File: src/rtl/latch_bus_seq.sv
// Bus-cycle sequencer for the i386-to-SDRAM address/write/read latch banks.
// Decodes memory cycles, steps the latch G/OE_N controls, hands off to the SDRAM controller and returns READY_N.
module latch_bus_seq #(
  parameter int TIMEOUT_CYC = 64,
  parameter int CNT_W       = 16
) (
  input  logic             CLK,
  input  logic             RST_N,
  input  logic             ADS_N,
  input  logic             W_R_N,
  input  logic             M_IO_N,
  input  logic             ADDR_HIT,
  input  logic             MEM_ACK,
  input  logic             ERR_CLR,
  output logic             ADDR_G,
  output logic             ADDR_OE_N,
  output logic             WDATA_G,
  output logic             WDATA_OE_N,
  output logic             RDATA_G,
  output logic             RDATA_OE_N,
  output logic             MEM_REQ,
  output logic             MEM_WR,
  output logic             READY_N,
  output logic             BUSY,
  output logic             ERR,
  output logic [CNT_W-1:0] CYC_CNT
);

  localparam int TMO_W = (TIMEOUT_CYC > 1) ? $clog2(TIMEOUT_CYC) : 1;

  typedef enum logic [2:0] {
    S_IDLE,
    S_LATCH,
    S_REQ,
    S_RCAP,
    S_DONE
  } state_e;

  state_e             state_q, state_d;
  logic               mem_wr_q, mem_wr_d;
  logic [TMO_W-1:0]   tmo_q, tmo_d;
  logic               err_q, err_d;
  logic [CNT_W-1:0]   cnt_q, cnt_d;

  logic addr_g_q, addr_g_d, addr_oe_n_q, addr_oe_n_d;
  logic wdata_g_q, wdata_g_d, wdata_oe_n_q, wdata_oe_n_d;
  logic rdata_g_q, rdata_g_d, rdata_oe_n_q, rdata_oe_n_d;
  logic mem_req_q, mem_req_d, ready_n_q, ready_n_d, busy_q, busy_d;

  // NOTE: every variable gets a default before the case so no path leaves it unassigned (no latches).
  always_comb begin
    state_d  = state_q;
    mem_wr_d = mem_wr_q;
    tmo_d    = tmo_q;
    err_d    = err_q;
    cnt_d    = cnt_q;

    if (ERR_CLR) err_d = 1'b0;

    unique case (state_q)
      S_IDLE: begin
        if (!ADS_N && M_IO_N && ADDR_HIT) begin
          state_d  = S_LATCH;
          mem_wr_d = W_R_N;
        end
      end
      S_LATCH: begin
        state_d = S_REQ;
        tmo_d   = '0;
      end
      S_REQ: begin
        // The acknowledge is tested first so it beats a coincident timeout.
        if (MEM_ACK) begin
          state_d = mem_wr_q ? S_DONE : S_RCAP;
        end else if (tmo_q == TMO_W'(TIMEOUT_CYC - 1)) begin
          state_d = S_DONE;
          err_d   = 1'b1;
        end else begin
          tmo_d = tmo_q + TMO_W'(1);
        end
      end
      S_RCAP:  state_d = S_DONE;
      S_DONE:  state_d = S_IDLE;
      default: state_d = S_IDLE;
    endcase

    // DONE lasts one cycle, so state_d is DONE only on the entering edge.
    if (state_d == S_DONE) cnt_d = cnt_q + CNT_W'(1);

    // Latch controls decode the next state so they register in step with it.
    addr_g_d     = (state_d == S_LATCH);
    addr_oe_n_d  = !(state_d == S_LATCH || state_d == S_REQ);
    wdata_g_d    = (state_d == S_LATCH) && mem_wr_d;
    wdata_oe_n_d = !((state_d == S_LATCH || state_d == S_REQ) && mem_wr_d);
    rdata_g_d    = (state_d == S_RCAP);
    rdata_oe_n_d = !((state_d == S_RCAP || state_d == S_DONE) && !mem_wr_d);
    mem_req_d    = (state_d == S_REQ);
    ready_n_d    = (state_d != S_DONE);
    busy_d       = (state_d != S_IDLE);
  end

  // NOTE: sequential state uses non-blocking assignments; every flop is reset here because all are control, not storage.
  always_ff @(posedge CLK or negedge RST_N) begin
    if (!RST_N) begin
      state_q      <= S_IDLE;
      mem_wr_q     <= 1'b0;
      tmo_q        <= '0;
      err_q        <= 1'b0;
      cnt_q        <= '0;
      addr_g_q     <= 1'b0;
      addr_oe_n_q  <= 1'b1;
      wdata_g_q    <= 1'b0;
      wdata_oe_n_q <= 1'b1;
      rdata_g_q    <= 1'b0;
      rdata_oe_n_q <= 1'b1;
      mem_req_q    <= 1'b0;
      ready_n_q    <= 1'b1;
      busy_q       <= 1'b0;
    end else begin
      state_q      <= state_d;
      mem_wr_q     <= mem_wr_d;
      tmo_q        <= tmo_d;
      err_q        <= err_d;
      cnt_q        <= cnt_d;
      addr_g_q     <= addr_g_d;
      addr_oe_n_q  <= addr_oe_n_d;
      wdata_g_q    <= wdata_g_d;
      wdata_oe_n_q <= wdata_oe_n_d;
      rdata_g_q    <= rdata_g_d;
      rdata_oe_n_q <= rdata_oe_n_d;
      mem_req_q    <= mem_req_d;
      ready_n_q    <= ready_n_d;
      busy_q       <= busy_d;
    end
  end

  assign ADDR_G     = addr_g_q;
  assign ADDR_OE_N  = addr_oe_n_q;
  assign WDATA_G    = wdata_g_q;
  assign WDATA_OE_N = wdata_oe_n_q;
  assign RDATA_G    = rdata_g_q;
  assign RDATA_OE_N = rdata_oe_n_q;
  assign MEM_REQ    = mem_req_q;
  assign MEM_WR     = mem_wr_q;
  assign READY_N    = ready_n_q;
  assign BUSY       = busy_q;
  assign ERR        = err_q;
  assign CYC_CNT    = cnt_q;

endmodule

File: config.mk
export PLATFORM = sky130hd
export DESIGN_NAME = latch_bus_seq
export DESIGN_NICKNAME = d
export VERILOG_FILES = /design/src/rtl/latch_bus_seq.sv
export SDC_FILE = /design/constraint.sdc
export NUM_CORES = 1
export LEC_CHECK = 0
export BUFFER_PORTS_ARGS = -buffer_cell sky130_fd_sc_hd__buf_4
export CELL_PAD_IN_SITES_DETAIL_PLACEMENT = 0
export CELL_PAD_IN_SITES_GLOBAL_PLACEMENT = 2
export CORE_UTILIZATION = 31
export CTS_CLUSTER_SIZE = 16
export DETAILED_ROUTE_END_ITERATION = 7
export MAX_ROUTING_LAYER = met4
export PLACE_DENSITY = 0.74
export SLEW_MARGIN = 25
export SYNTH_ARGS = -nofsm -noshare
export SYNTH_HDL_FRONTEND = slang
export SYNTH_SLANG_ARGS = --single-unit
File: constraint.sdc
create_clock -name CLK -period 2.23 [get_ports CLK]
set_clock_uncertainty 0.1 [all_clocks]
set_input_delay 0.446 -clock CLK [delete_from_list [all_inputs] [get_ports CLK]]
set_output_delay 0.446 -clock CLK [all_outputs]
set_load 0.03 [all_outputs]
==> impl_metrics.toml <==
[yosys]
ys_warn_count = 0
synth_cells = 135
synth_edf_count = 0
yosys.area_share.simple_pct = 21.6
synth_compound_area_share_pct = 6.69
async_reset_ff_share_pct = 100
yosys.area_share.adder_pct = 1.56
synth_xor_area_share_pct = 9.81
syn_nets = 145
synthMuxAreaShare_pct = 2.02
syn_area_per_cell_sq_um = 11.9
synth_area_sq_mm = 0.00161
synthDistinctLibCells = 41
synth.yosys.seq_area_share_pct = 56.3
yosys_register_bits = 36
synthFlopType = "dfrtp_1"
synth_top_family_by_area = "simple AND/OR/NAND/NOR gates"

[cells_and_area]
fillCellCount = 489
layout_common_cells = "buf_4 (37), dfrtp_1 (32), xor2_1 (15)"
drive_gt1_share_pct = 33.0
n_antenna_cell = 0
layout.nets = 185
finalInstanceArea_sq_mm = 0.00204
mostFrequentLayoutCell = "buf_4"
area_growth_pct = 27.0

[route]
drt-initial-drc-count = 42
avgRoutedWirePerCell_um = 13.3
dr.pass1.iters = 2
drt_wl_total_um = 3230
num_vias = 1142
ant_nets = 0
drc = 0
viasPerCell = 4.70

[die]
core_area_sq_mm = 0.00485
start_util_pct = 33.2
num_rows = 25
dieArea_sq_mm = 0.00548
chipHeight_um = 74.0
ios = 35
die_x_um = 74.0

[worst_setup_path]
critPathArrivalTime_ns = 2.11
cp_top_family = "simple AND/OR/NAND/NOR gates"
path_cells = "ha_1 -> nand3b_1 -> or4_4 -> nor4b_1 -> xor2_1"
critPathLaunchType = "flop"
path_class = "flop to flop"
r2r-end = "CYC_CNT[10]"
r2r-start = "CYC_CNT[0]"
worstRegToRegCells = 5
crit_end = "CYC_CNT[10]"
crit_start = "CYC_CNT[0]"
crit_required_ns = 2.34
cp_max_fo = 6
path_depth = 5
crit_slowest_cell = "dfrtp_1"
max_stage_delay_ns = 0.46
path_buf_inv = 0
crit_path_end_kind = "flop"
rrSetupSlack_ns = 0.23

[global_route]
grt_pass1_vias = 1165
antenna_found_initial = 0
global_route.usage.total_pct = 13.7
overflow = 0
grt_max_degree = 37
grt_pass1_wl_um = 5440

[power]
p_int_uw = 1350
netSwitchingFraction_pct = 36.9
p_clk_share_pct = 22.2
p_leak_uw = 0.000976
pwr-share-seq_pct = 44.9
power_density_mw_per_mm2 = 1040
peakVddDrop_v = 0.000523
pwr-share-comb_pct = 32.8
netSwitchingPower_uw = 786

[timing]
fmax_mhz = 500
slew_headroom_pct = 62.7
fin_crit_ns = 2.00
hold_viol = 0
setup-tns-final_ns = 0
maxSlewViolCount = 0
setup_viol = 0
tightest_slew_ns = 0.555
grt_setup_unrepaired = "false"
finalCritPeriodShare_pct = 89.7

[clocking]
ctsHoldBuffers = 0
htree_num_levels = 2
cts.sink_count = 36
cts_setup_buffers = 0
cts_tree = "built"
clk_path_buf_depth = 2
clk_pin_slew_ns = 0.07
cts_buffers = 5
root_buffer = "clkbuf_8"
post_cts_resized = 0
clk_latency_ns = 0.28

[place]
dp.final_hpwl_um = 2300
postPlaceCellArea_sq_mm = 0.00195
portBuffers = 34
gp_congestion = 0.819

[job]
drv_cap = 0

[run_status]
status = "finished clean"

[min_path]
hold_path_class = "input pin to async pin"
## area by class of cell
class | count | area [sq um] | share of cell area (%)
repair buffers | 37 | 278 | 13.6
well taps | 67 | 83.8 | 4.11
clock buffers | 8 | 90.1 | 4.41
inverters | 4 | 15.0 | 0.735
multi-input cells | 91 | 669 | 32.8
flip-flops and latches | 36 | 906 | 44.4
## synthesized netlist by cell type (2+ instances only)
| library cell | count | area [sq um] |
|---|---|---|
| a211oi_1 | 2 | 15.0 |
| and4_1 | 2 | 17.5 |
| nor2_1 | 6 | 22.5 |
| xnor2_1 | 3 | 26.3 |
| clkbuf_1 | 2 | 7.51 |
| inv_1 | 4 | 15.0 |
| mux2_2 | 2 | 22.5 |
| nand3_1 | 6 | 30.0 |
| nor3b_1 | 5 | 37.5 |
| xor2_1 | 15 | 131 |
| nand2_1 | 10 | 37.5 |
| nor3_1 | 6 | 30.0 |
| nor4b_1 | 3 | 26.3 |
| or4_4 | 2 | 22.5 |
| o21ai_0 | 4 | 20.0 |
| buf_2 | 2 | 10.0 |
| ha_1 | 2 | 25.0 |
| nor4_1 | 2 | 12.5 |
| dfstp_2 | 4 | 105 |
| dfrtp_1 | 32 | 801 |
## worst register-to-register path, cell delays in order (launching register included)
cell and delay [ns]:
dfrtp_1 0.46, ha_1 0.25, nand3b_1 0.09, or4_4 0.45
nor4b_1 0.40, xor2_1 0.17
## stage by stage
stage,cells,hold slack [ns],setup WS (ns),power (uW),utilization [%]
final,243,0.0180,0.230,2130,42.1
after global routing,243,0.0420,0.104,2270,42.1
after CTS,243,0.0194,0.226,2160,42.1
after detailed placement,235,0.333,0.140,1670,40.3
after global placement,235,0.322,0.186,1670,40.3
after floorplan,135,0.0504,0.149,1400,-
## routing by layer
| layer | global-route usage (%) | vias up | part of all wire [%] |
|---|---|---|---|
| met4 | 6.41 | 0 | 1.3 |
| met3 | 3.79 | 4 | 4.1 |
| met5 | - | - | 0 |
| met1 | 17.1 | 561 | 47 |
| met2 | 20.4 | 21 | 48 |
| li1 | - | 556 | - |
## registers in the layout, indices dropped and copies added (netlist names)
register,cells
READY_N,1
RDATA_OE_N,1
ADDR_G,1
BUSY,1
state_q,3
MEM_WR,1
CYC_CNT,16
WDATA_OE_N,1
MEM_REQ,1
tmo_q,6
ERR,1
WDATA_G,1
ADDR_OE_N,1
RDATA_G,1
## worst min-delay path by stage
stage | slack, ns | from | end | cells past startpoint
2_1_floorplan | 0.05 | RST_N | ADDR_G | 0
3_3_place_gp | 0.32 | RST_N | ADDR_G | 1
3_5_place_dp | 0.33 | RST_N | ADDR_G | 1
4_1_cts | 0.02 | RST_N | CYC_CNT[1] | 1
5_1_grt | 0.04 | RST_N | tmo_q[1] | 1
6_report | 0.02 | RST_N | tmo_q[0] | 1
## power by group through the flow
| stage | Combinational (uW) | Clock (uW) | Sequential [uW] |
|---|---|---|---|
| finish | 699 | 474 | 958 |
| global placement | 704 | 0 | 964 |
| CTS | 708 | 495 | 958 |
| detailed placement | 706 | 0 | 968 |
| global route | 766 | 521 | 985 |
| floorplan | 258 | 0 | 1140 |
## kinds of logic after synthesis
group / Yosys count
flops: 36
fa+ha+maj: 2
xor+xnor: 18
simple gates: 56
compound gates: 12
mux: 3
buf+inv: 8
Note: power is estimated with default switching activity, not from simulation.
